`src/rtl/alu_issue_pkg.sv`:
```
// Shared definitions for the ALU issue controller: ALUop bit indices,
// MIPS opcode/funct codes, FSM state encoding and the decoder output bundle.
package alu_issue_pkg;

    localparam int NUM_OPS = 12;

    localparam int OP_ADD  = 0;
    localparam int OP_SUB  = 1;
    localparam int OP_AND  = 2;
    localparam int OP_OR   = 3;
    localparam int OP_NOR  = 4;
    localparam int OP_XOR  = 5;
    localparam int OP_SLT  = 6;
    localparam int OP_SLTU = 7;
    localparam int OP_SLL  = 8;
    localparam int OP_SRL  = 9;
    localparam int OP_SRA  = 10;
    localparam int OP_LUI  = 11;

    localparam logic [5:0] OPC_RTYPE = 6'h00;
    localparam logic [5:0] OPC_BEQ   = 6'h04;
    localparam logic [5:0] OPC_BNE   = 6'h05;
    localparam logic [5:0] OPC_ADDI  = 6'h08;
    localparam logic [5:0] OPC_ADDIU = 6'h09;
    localparam logic [5:0] OPC_SLTI  = 6'h0A;
    localparam logic [5:0] OPC_SLTIU = 6'h0B;
    localparam logic [5:0] OPC_ANDI  = 6'h0C;
    localparam logic [5:0] OPC_ORI   = 6'h0D;
    localparam logic [5:0] OPC_XORI  = 6'h0E;
    localparam logic [5:0] OPC_LUI   = 6'h0F;

    localparam logic [5:0] FN_SLL  = 6'h00;
    localparam logic [5:0] FN_SRL  = 6'h02;
    localparam logic [5:0] FN_SRA  = 6'h03;
    localparam logic [5:0] FN_SLLV = 6'h04;
    localparam logic [5:0] FN_SRLV = 6'h06;
    localparam logic [5:0] FN_SRAV = 6'h07;
    localparam logic [5:0] FN_ADD  = 6'h20;
    localparam logic [5:0] FN_ADDU = 6'h21;
    localparam logic [5:0] FN_SUB  = 6'h22;
    localparam logic [5:0] FN_SUBU = 6'h23;
    localparam logic [5:0] FN_AND  = 6'h24;
    localparam logic [5:0] FN_OR   = 6'h25;
    localparam logic [5:0] FN_XOR  = 6'h26;
    localparam logic [5:0] FN_NOR  = 6'h27;
    localparam logic [5:0] FN_SLT  = 6'h2A;
    localparam logic [5:0] FN_SLTU = 6'h2B;

    typedef enum logic [2:0] {
        ST_RST    = 3'd0,
        ST_WAIT   = 3'd1,
        ST_DECODE = 3'd2,
        ST_EXEC   = 3'd3,
        ST_WB     = 3'd4
    } state_t;

    typedef enum logic [1:0] {
        B_RT   = 2'd0,
        B_SEXT = 2'd1,
        B_ZEXT = 2'd2
    } b_sel_t;

    typedef struct packed {
        logic [NUM_OPS-1:0] op;
        logic               a_shamt;
        b_sel_t             b_sel;
        logic [4:0]         dest;
        logic               writes;
        logic               beq;
        logic               bne;
        logic               trap;
        logic               illegal;
    } dec_t;

    function automatic logic [NUM_OPS-1:0] onehot(input int idx);
        return {{(NUM_OPS-1){1'b0}}, 1'b1} << idx;
    endfunction

endpackage

```
`src/rtl/alu_issue_decode.sv`:
```
// Combinational instruction decoder: one-hot ALU operation, operand selects,
// destination register and writeback/branch/trap/illegal classification.
module alu_issue_decode
    import alu_issue_pkg::*;
(
    input  logic [31:0] inst,
    output dec_t        dec
);

    logic [5:0] opcode;
    logic [5:0] funct;

    assign opcode = inst[31:26];
    assign funct  = inst[5:0];

    // Classify the instruction; unknown encodings leave op at zero and flag illegal.
    always_comb begin
        dec       = '0;
        dec.b_sel = B_RT;
        case (opcode)
            OPC_RTYPE: begin
                dec.writes = 1'b1;
                dec.dest   = inst[15:11];
                case (funct)
                    FN_SLL:  begin dec.op = onehot(OP_SLL); dec.a_shamt = 1'b1; end
                    FN_SRL:  begin dec.op = onehot(OP_SRL); dec.a_shamt = 1'b1; end
                    FN_SRA:  begin dec.op = onehot(OP_SRA); dec.a_shamt = 1'b1; end
                    FN_SLLV: dec.op = onehot(OP_SLL);
                    FN_SRLV: dec.op = onehot(OP_SRL);
                    FN_SRAV: dec.op = onehot(OP_SRA);
                    FN_ADD:  begin dec.op = onehot(OP_ADD); dec.trap = 1'b1; end
                    FN_ADDU: dec.op = onehot(OP_ADD);
                    FN_SUB:  begin dec.op = onehot(OP_SUB); dec.trap = 1'b1; end
                    FN_SUBU: dec.op = onehot(OP_SUB);
                    FN_AND:  dec.op = onehot(OP_AND);
                    FN_OR:   dec.op = onehot(OP_OR);
                    FN_XOR:  dec.op = onehot(OP_XOR);
                    FN_NOR:  dec.op = onehot(OP_NOR);
                    FN_SLT:  dec.op = onehot(OP_SLT);
                    FN_SLTU: dec.op = onehot(OP_SLTU);
                    default: begin
                        dec.writes  = 1'b0;
                        dec.dest    = 5'd0;
                        dec.illegal = 1'b1;
                    end
                endcase
            end
            OPC_ADDI:  begin dec.op = onehot(OP_ADD);  dec.b_sel = B_SEXT; dec.trap = 1'b1; end
            OPC_ADDIU: begin dec.op = onehot(OP_ADD);  dec.b_sel = B_SEXT; end
            OPC_SLTI:  begin dec.op = onehot(OP_SLT);  dec.b_sel = B_SEXT; end
            OPC_SLTIU: begin dec.op = onehot(OP_SLTU); dec.b_sel = B_SEXT; end
            OPC_ANDI:  begin dec.op = onehot(OP_AND);  dec.b_sel = B_ZEXT; end
            OPC_ORI:   begin dec.op = onehot(OP_OR);   dec.b_sel = B_ZEXT; end
            OPC_XORI:  begin dec.op = onehot(OP_XOR);  dec.b_sel = B_ZEXT; end
            OPC_LUI:   begin dec.op = onehot(OP_LUI);  dec.b_sel = B_ZEXT; end
            OPC_BEQ:   begin dec.op = onehot(OP_SUB);  dec.beq = 1'b1; end
            OPC_BNE:   begin dec.op = onehot(OP_SUB);  dec.bne = 1'b1; end
            default:   dec.illegal = 1'b1;
        endcase

        if (!dec.illegal && opcode != OPC_RTYPE && !dec.beq && !dec.bne) begin
            dec.writes = 1'b1;
            dec.dest   = inst[20:16];
        end
    end

endmodule

```
`src/rtl/alu_issue_ctrl.sv`:
```
// Multi-cycle ALU issue controller: WAIT -> DECODE -> EXEC -> WB per instruction.
// Optional feature macro ALU_ISSUE_TRAP_EN: signed-overflow trap for add/sub/addi.
//
// state  | meaning
// RST    | held in reset; all outputs low
// WAIT   | Inst_Ready high, waiting for an instruction
// DECODE | register file read, ALU operands registered
// EXEC   | ALUop valid for this cycle only; ALU result captured
// WB     | writeback / branch / illegal / trap strobes
module alu_issue_ctrl
    import alu_issue_pkg::*;
#(
    parameter int DATA_WIDTH = 32,
    parameter int OP_WIDTH   = 12
) (
    input  logic                  clk,
    input  logic                  resetn,
    input  logic                  Inst_Valid,
    output logic                  Inst_Ready,
    input  logic [31:0]           Instruction,
    output logic [4:0]            Rs_Addr,
    output logic [4:0]            Rt_Addr,
    input  logic [DATA_WIDTH-1:0] Rs_Data,
    input  logic [DATA_WIDTH-1:0] Rt_Data,
    output logic [OP_WIDTH-1:0]   ALUop,
    output logic [DATA_WIDTH-1:0] ALU_A,
    output logic [DATA_WIDTH-1:0] ALU_B,
    input  logic [DATA_WIDTH-1:0] Result,
    input  logic                  Zero,
    input  logic                  Overflow,
    output logic                  Wb_Wen,
    output logic [4:0]            Wb_Addr,
    output logic [DATA_WIDTH-1:0] Wb_Data,
    output logic                  Branch_Taken,
    output logic [31:0]           Branch_Offset,
    output logic                  Illegal,
    output logic                  Exc_Ov
);

    state_t      state;
    logic [31:0] inst_q;
    dec_t        dec;
    logic        trapped;

    alu_issue_decode u_decode (
        .inst (inst_q),
        .dec  (dec)
    );

    // inst_q is stable from DECODE through WB, so the decode is reused in EXEC.
    assign Rs_Addr = (state == ST_DECODE) ? inst_q[25:21] : 5'd0;
    assign Rt_Addr = (state == ST_DECODE) ? inst_q[20:16] : 5'd0;

`ifdef ALU_ISSUE_TRAP_EN
    assign trapped = dec.trap & Overflow;
`else
    logic [1:0] unused_trap;
    assign unused_trap = {dec.trap, Overflow};
    assign trapped     = 1'b0;
`endif

    // Sequencer FSM with registered outputs; strobes default low every cycle.
    always_ff @(posedge clk or negedge resetn) begin
        if (!resetn) begin
            state         <= ST_RST;
            inst_q        <= '0;
            Inst_Ready    <= 1'b0;
            ALUop         <= '0;
            ALU_A         <= '0;
            ALU_B         <= '0;
            Wb_Wen        <= 1'b0;
            Wb_Addr       <= '0;
            Wb_Data       <= '0;
            Branch_Taken  <= 1'b0;
            Branch_Offset <= '0;
            Illegal       <= 1'b0;
            Exc_Ov        <= 1'b0;
        end else begin
            ALUop        <= '0;
            Wb_Wen       <= 1'b0;
            Branch_Taken <= 1'b0;
            Illegal      <= 1'b0;
            Exc_Ov       <= 1'b0;
            case (state)
                ST_RST: begin
                    Inst_Ready <= 1'b1;
                    state      <= ST_WAIT;
                end
                ST_WAIT: begin
                    if (Inst_Valid && Inst_Ready) begin
                        inst_q     <= Instruction;
                        Inst_Ready <= 1'b0;
                        state      <= ST_DECODE;
                    end
                end
                ST_DECODE: begin
                    ALUop <= dec.op;
                    ALU_A <= dec.a_shamt ? DATA_WIDTH'(inst_q[10:6]) : Rs_Data;
                    case (dec.b_sel)
                        B_SEXT:  ALU_B <= {{(DATA_WIDTH-16){inst_q[15]}}, inst_q[15:0]};
                        B_ZEXT:  ALU_B <= {{(DATA_WIDTH-16){1'b0}}, inst_q[15:0]};
                        default: ALU_B <= Rt_Data;
                    endcase
                    state <= ST_EXEC;
                end
                ST_EXEC: begin
                    Wb_Wen        <= dec.writes && (dec.dest != 5'd0) && !dec.illegal && !trapped;
                    Wb_Addr       <= dec.dest;
                    Wb_Data       <= Result;
                    Branch_Taken  <= (dec.beq & Zero) | (dec.bne & ~Zero);
                    Branch_Offset <= {{14{inst_q[15]}}, inst_q[15:0], 2'b00};
                    Illegal       <= dec.illegal;
                    Exc_Ov        <= trapped;
                    state         <= ST_WB;
                end
                ST_WB: begin
                    Inst_Ready <= 1'b1;
                    state      <= ST_WAIT;
                end
                default: begin
                    Inst_Ready <= 1'b0;
                    state      <= ST_RST;
                end
            endcase
        end
    end

endmodule
```
`config.mk`:
```
export PLATFORM = sky130hd
export DESIGN_NAME = alu_issue_ctrl
export DESIGN_NICKNAME = d
export VERILOG_FILES = /design/src/rtl/alu_issue_pkg.sv /design/src/rtl/alu_issue_decode.sv /design/src/rtl/alu_issue_ctrl.sv
export SDC_FILE = /design/constraint.sdc
export NUM_CORES = 1
export LEC_CHECK = 0
export ABC_AREA = 0
export CORE_MARGIN = 5
export CORE_UTILIZATION = 43
export DETAILED_ROUTE_END_ITERATION = 8
export GPL_TIMING_DRIVEN = 0
export PLACE_DENSITY = 0.81
export SKIP_LAST_GASP = 1
export SYNTH_ARGS = -nofsm -noshare
export SYNTH_HDL_FRONTEND = slang
export SYNTH_SLANG_ARGS = --single-unit
```
`constraint.sdc`:
```
create_clock -name clk -period 2.8 [get_ports clk]
set_input_delay 0.42 -clock clk [delete_from_list [all_inputs] [get_ports clk]]
set_output_delay 0.42 -clock clk [all_outputs]
set_load 0.05 [all_outputs]
```
==> impl_metrics.yaml, run 1 <==
global_routing:
  antenna_found_initial: 0
  grt.overflow.total: 0
  grt_pass1_wl_um: 34200
  grt_pass1_vias: 6228
  grt_max_degree: 100
  grtUsageTotal: 0.237
synth:
  ys_seq_area_frac: 0.603
  synth_area_mm2: 0.00697
  avgSynthCellArea_um2: 9.78
  synth_ff_type: "dfrtp_1"
  yosys_warnings: 0
  synthCells: 712
  ys_seq_elements: 168
  async_flop_share: 1.00
  yosysUniqueCellTypes: 42
  synth_edf_count: 0
cts:
  cts_buffers: 17
  root_buffer: "clkbuf_16"
  htreeDepth: 4
  cts_tree: "built"
  cts_buffer_depth: 2
  cts.sinks: 168
  path_clk_slew_ns: 0.07
  clkLatencyLatePin_ns: 0.41
drt:
  drc: 0
  antenna_left: 0
  drt-initial-drc-count: 256
  top_layer: "met4"
  m1WireLength_um: 8880
  drt_first_pass_iters: 4
  dr_wl_met2_um: 10900
  routed_wl_um: 22700
  viasPerCell: 5.03
  wl_per_cell_um: 18.1
  num_vias: 6287
  wl_met3_um: 2490
worst_hold_path:
  hold-path-cell-count: 2
  hp-start: "Wb_Data[21]$_DFFE_PN0P_"
  hold_path_end: "Wb_Data[21]$_DFFE_PN0P_"
  hp-class: "reg -> reg"
critical_path:
  cp_max_fo: 10
  startpoint_type: "flop"
  worstPathArrival_ns: 2.22
  endpoint_kind: "output pin"
  slowest_stage: "dlygate4sd2_1"
  critPathRequiredTime_ns: 2.38
  r2r-start: "inst_q[31]$_DFFE_PN0P_"
  rr_worst_depth: 10
  r2r_end: "ALU_B[24]$_DFFE_PN0P_"
  crit_chain: "nor2_1, clkbuf_1, and3_1, dlygate4sd2_1"
  rrSetupSlack_ns: 0.20
  critPathKind: "reg -> out"
  critical_path.max_stage_delay_ns: 0.56
placed_design:
  gp_congestion: 0.802
  postPlaceCellArea_mm2: 0.0102
  dp.cells: 1219
  io_buffer_count: 288
  hpwl_um: 17400
  pre_cts_ws_ns: -0.473
cells_and_area:
  final_area_mm2: 0.0108
  n_fill_cell: 1273
  diodes: 0
  layout.nets: 1157
  post-route-util: 0.678
  fin_cells: 1251
  layout-drive-gt1-share: 0.0918
  syn2layout_area_growth_pct: 54.5
timing:
  finalCriticalPeriod_ns: 2.64
  slew_violations: 0
  skew_ns: 0.00863
  period_share: 0.942
  setup_ws_ns: 0.162
  rsz0062_at_grt: "no"
  finalHoldViolCount: 0
  worstMarginPinSlew_ns: 0.797
  fmax_ghz: 0.379
  maxSlewHeadroom: 0.466
  finalSetupTns_ns: 0
  finalSetupViolations: 0
floorplanning:
  row_count: 46
  core_area_mm2: 0.0159
  die_h_um: 137
  dieArea_mm2: 0.0188
  ios: 293
  die_w_um: 137
  initial_core_util: 0.439
pwr:
  p_per_area_mw_per_mm2: 1360
  p_leak_nw: 4.80
  peakVddDrop_v: 0.000872
status:
  run_status: "finished clean"
flow_run:
  maxCapViolations: 0
-- critical path: cells and delay by family (launching register included) --
family	cells	cell delay, ns
buffers and inverters	2	0.93
DFF	1	0.45
and+or+nand+nor	2	0.42
-- flip-flops by register name, indices dropped and copies added, names as in the netlist, 3 cells and up --
| name | cells |
|---|---|
| ALU_A | 32 |
| ALUop | 12 |
| Wb_Addr | 5 |
| ALU_B | 32 |
| Wb_Data | 32 |
| inst_q | 32 |
| state | 3 |
| Branch_Offset | 16 |
-- per-layer routing --
layer	GRT usage	vias to the layer above
li1	-	2965
met1	0.288	3045
met2	0.391	248
met3	0.0920	29
met4	0.0715	0
met5	0	-
-- synth_stat cells (2+ instances only) --
cell type	n	area share
o22ai_1	2	0.0018
ha_1	2	0.0036
a21oi_1	28	0.020
nor2_1	72	0.039
buf_6	2	0.0032
buf_4	17	0.018
nand2_1	225	0.12
nand3_1	5	0.0036
a221oi_1	16	0.020
clkbuf_2	2	0.0014
o21ai_0	36	0.026
mux2_2	29	0.047
nor3_1	5	0.0036
a22oi_1	4	0.0043
or4_1	3	0.0032
clkbuf_1	35	0.019
nor2b_1	3	0.0027
inv_1	7	0.0038
and3_1	13	0.012
nand2b_1	5	0.0045
mux2i_1	5	0.0072
nand4_1	2	0.0018
o32a_1	2	0.0029
buf_2	2	0.0014
o21a_1	2	0.0022
nor4_1	2	0.0018
a31oi_1	3	0.0027
and2_1	2	0.0018
dfrtp_1	168	0.60
-- metrics by stage --
stage	hold WS (ns)	power, W
floorplan	0.124	0.00936
global placement	0.456	0.0122
detailed placement	0.416	0.0123
CTS	0.478	0.0147
global route	0.494	0.0154
finish	0.477	0.0146
-- layout make-up --
| cell class | count | area [um^2] | share of cell area |
|---|---|---|---|
| multi-input combinational | 479 | 2450 | 0.228 |
| buffer | 58 | 315 | 0.0293 |
| sequential | 168 | 4200 | 0.391 |
| timing repair buffer | 290 | 2910 | 0.271 |
| tap | 216 | 270 | 0.0251 |
| clock buffer | 22 | 464 | 0.0431 |
| inverter | 8 | 30.0 | 0.00279 |
| clock inverter | 10 | 116 | 0.0108 |
-- worst max path at each step --
stage | end | start | cells past startpoint
3_5_place_dp | ALU_B[24]$_DFFE_PN0P_ | inst_q[29]$_DFFE_PN0P_ | 10
4_1_cts | ALU_B[14]$_DFFE_PN0P_ | inst_q[31]$_DFFE_PN0P_ | 10
2_1_floorplan | ALU_B[22]$_DFFE_PN0P_ | inst_q[29]$_DFFE_PN0P_ | 10
6_report | Rs_Addr[3] | state[0]$_DFFE_PN0P_ | 4
3_3_place_gp | ALU_B[25]$_DFFE_PN0P_ | resetn | 1
5_1_grt | ALU_B[24]$_DFFE_PN0P_ | inst_q[31]$_DFFE_PN0P_ | 10
-- cell usage in the layout, fill, tap and decap left out, drive strengths merged, types with 11 or more instances in the layout --
cell           Yosys  routed
clkdlybuf4s50      0     277
nand2            225     225
dfrtp            168     168
nor2              72      72
clkbuf            37      57
o21ai             37      37
mux2              29      29
a21oi             28      28
buf               22      25
a221oi            16      16
and3              13      13
inv                8      11
-- cell families after synthesis --
logic type | count (synthesis) | synth area share
other | 1 | 0.000538
flip-flops | 168 | 0.603
XOR/XNOR | 1 | 0.00126
AO/OA/AOI/OAI | 97 | 0.0842
adder cells (fa/ha/maj) | 2 | 0.00359
AND/OR/NAND/NOR | 342 | 0.203
buffers and inverters | 67 | 0.0497
multiplexers | 34 | 0.0541
-- where the power goes --
part           leakage, nW  switching, W  internal (W)
sequential            2.03      0.000873       0.00352
clock                0.281      0.000969       0.00137
combinational         2.49       0.00522       0.00266
-- timing repair --
| item | 4_1_cts | 5_1_grt |
|---|---|---|
| hold endpoints to repair | 69 | 0 |
| setup endpoints to repair | 36 | 24 |
| resized for setup | 15 | 4 |
| buffers inserted | 0 | 0 |
| hold buffers | 1 | 0 |
Note: power is estimated with default switching activity, not from simulation.
==> run 2: changes to the inputs <==
--- a/config.mk
+++ b/config.mk
@@ -6,6 +6,7 @@
 export NUM_CORES = 1
 export LEC_CHECK = 0
 export ABC_AREA = 0
+export ABC_CLOCK_PERIOD_IN_PS = 2800
 export CORE_MARGIN = 5
 export CORE_UTILIZATION = 43
 export DETAILED_ROUTE_END_ITERATION = 8
==> results of run 2 <==
Final layout, timing and power as in run 1 (identical DEF).
==> run 3: changes to the inputs <==
--- a/config.mk
+++ b/config.mk
@@ -11,8 +11,9 @@
 export CORE_UTILIZATION = 43
 export DETAILED_ROUTE_END_ITERATION = 8
 export GPL_TIMING_DRIVEN = 0
-export PLACE_DENSITY = 0.81
+export PLACE_DENSITY = 0.8
 export SKIP_LAST_GASP = 1
 export SYNTH_ARGS = -nofsm -noshare
 export SYNTH_HDL_FRONTEND = slang
+export SYNTH_HIERARCHICAL = 1
 export SYNTH_SLANG_ARGS = --single-unit
==> impl_metrics.yaml, run 3 <==
critical_path:
  cp_max_fo: 18
  critical_path.max_stage_delay_ns: 0.53
  path_buf_inv: 2
  crit_chain: "nor3b_1, clkbuf_2, and2_1, dlygate4sd2_1"
  r2r-start: "inst_q[31]$_DFFE_PN0P_"
  critPathKind: "reg -> out"
  crit_start: "state[1]$_DFFE_PN0P_"
  cpLargestDelayFamily: "buffers and inverters"
  endpoint_kind: "output pin"
  startpoint_type: "flop"
  worstPathArrival_ns: 2.26
  slowest_stage: "dlygate4sd2_1"
  critPathRequiredTime_ns: 2.38
drt:
  num_vias: 6158
  drt-initial-drc-count: 274
  viasPerCell: 4.89
  drc: 0
  drt_first_pass_iters: 5
  wl_per_cell_um: 17.6
  antenna_left: 0
  routed_wl_um: 22200
global_routing:
  antenna_found_initial: 1
  grt.overflow.total: 0
  grt_pass1_vias: 6360
  grt_pass1_wl_um: 35400
  grtUsageTotal: 0.233
  grt_max_degree: 97
worst_hold_path:
  hp-class: "reg -> reg"
  hp-start: "ALU_A[12]$_DFFE_PN0N_"
floorplanning:
  die_w_um: 139
  core_area_mm2: 0.0165
  ios: 293
  initial_core_util: 0.435
  die_h_um: 139
  row_count: 47
  dieArea_mm2: 0.0193
timing:
  slew_violations: 0
  setup_ws_ns: 0.116
  maxSlewHeadroom: 0.600
  rsz0062_at_grt: "no"
  finalSetupViolations: 0
  period_share: 0.959
  fmax_ghz: 0.373
  worstMarginPinSlew_ns: 0.598
  skew_ns: 0.0103
  finalHoldViolCount: 0
  finalCriticalPeriod_ns: 2.68
synth:
  yosys_warnings: 6
  synthCells: 718
  avgSynthCellArea_um2: 9.97
  synth_area_mm2: 0.00716
cts:
  clkLatencyLatePin_ns: 0.42
  path_clk_slew_ns: 0.07
  htreeDepth: 4
  root_buffer: "clkbuf_16"
  cts_buffers: 17
  cts.sinks: 168
  cts_buffer_depth: 2
  cts_tree: "built"
  cts_setup_buffers: 0
cells_and_area:
  final_cell_mix: "277 x clkdlybuf4s50_1, 241 x nand2_1, 168 x dfrtp_1"
  n_fill_cell: 1305
  layout.nets: 1161
  syn2layout_area_growth_pct: 53.5
  post-route-util: 0.667
  layout-drive-gt1-share: 0.112
  final_common_cell: "clkdlybuf4s50_1"
pwr:
  p_leak_nw: 5.05
  peakVddDrop_v: 0.000779
  p_per_area_mw_per_mm2: 1340
placed_design:
  hpwl_um: 16700
  gp_congestion: 0.884
  io_buffer_count: 288
  pre_cts_ws_ns: -0.532
flow_run:
  maxCapViolations: 0
status:
  run_status: "finished clean"
run 3: through the flow:
stage	total power (W)	std cells	area, um^2	hold slack, ns	setup TNS (ns)
3_3_place_gp	0.0123	1228	10300	0.448	-973.07
5_1_grt	0.0155	1260	11000	0.478	0
3_5_place_dp	0.0124	1229	10400	0.428	-13.29
4_1_cts	0.0149	1259	11000	0.469	0
6_report	0.0147	1260	11000	0.465	0
2_1_floorplan	0.00946	720	7170	0.124	0
run 3: per-layer routing:
layer  wire length (um)  GRT usage  part of all wire
met4                329     0.0623             0.015
met2              10800      0.392              0.49
met3               2130     0.0807             0.096
met5                  0          0                 0
met1               8860      0.287              0.40
run 3: path summary, 6_finish.rpt:
path,end,slack [ns],cells after the start
setup / recovery,Rs_Addr[1],0.12,4
hold reg to reg,ALU_A[12]$_DFFE_PN0N_,0.47,2
max in group asynchronous,ALU_A[24]$_DFFE_PN0N_,1.38,3
setup reg to reg,ALU_B[7]$_DFFE_PN0N_,0.19,9
hold / removal,ALU_A[12]$_DFFE_PN0N_,0.47,2
min in group asynchronous,Wb_Data[30]$_DFFE_PN0P_,0.54,2
run 3: cell type report:
| cell class | instances | area [um^2] | area share |
|---|---|---|---|
| Sequential cell | 168 | 4200 | 0.383 |
| Timing Repair Buffer | 290 | 2920 | 0.266 |
| Multi-Input combinational cell | 484 | 2610 | 0.238 |
| Clock buffer | 20 | 467 | 0.0425 |
| Buffer | 56 | 329 | 0.0300 |
| Tap cell | 220 | 275 | 0.0251 |
| Clock inverter | 12 | 143 | 0.0130 |
| Inverter | 9 | 33.8 | 0.00308 |
| Antenna cell | 1 | 2.50 | 0.000228 |
run 3: worst reg2reg max path, stage by stage, from the launching register on:
cell and delay [ns]:
dfrtp_1 0.44, nor3b_4 0.40, nand2b_1 0.13, inv_1 0.14, inv_1 0.06, ha_1 0.43, o21ba_2 0.27, buf_2 0.21
a221oi_1 0.31, nor2_1 0.08
run 3: repair_timing:
item | 4_1_cts | 5_1_grt
endpoints found under the hold margin | 72 | 0
hold buffers | 1 | 0
gates resized for setup | 19 | 2
endpoints found under the setup margin | 72 | 2
run 3: report_power, final:
group	leakage, nW	total (W)	internal, W	switching (W)
Clock	0.291	0.00241	0.00140	0.00101
Combinational	2.72	0.00796	0.00273	0.00523
Sequential	2.04	0.00438	0.00352	0.000858
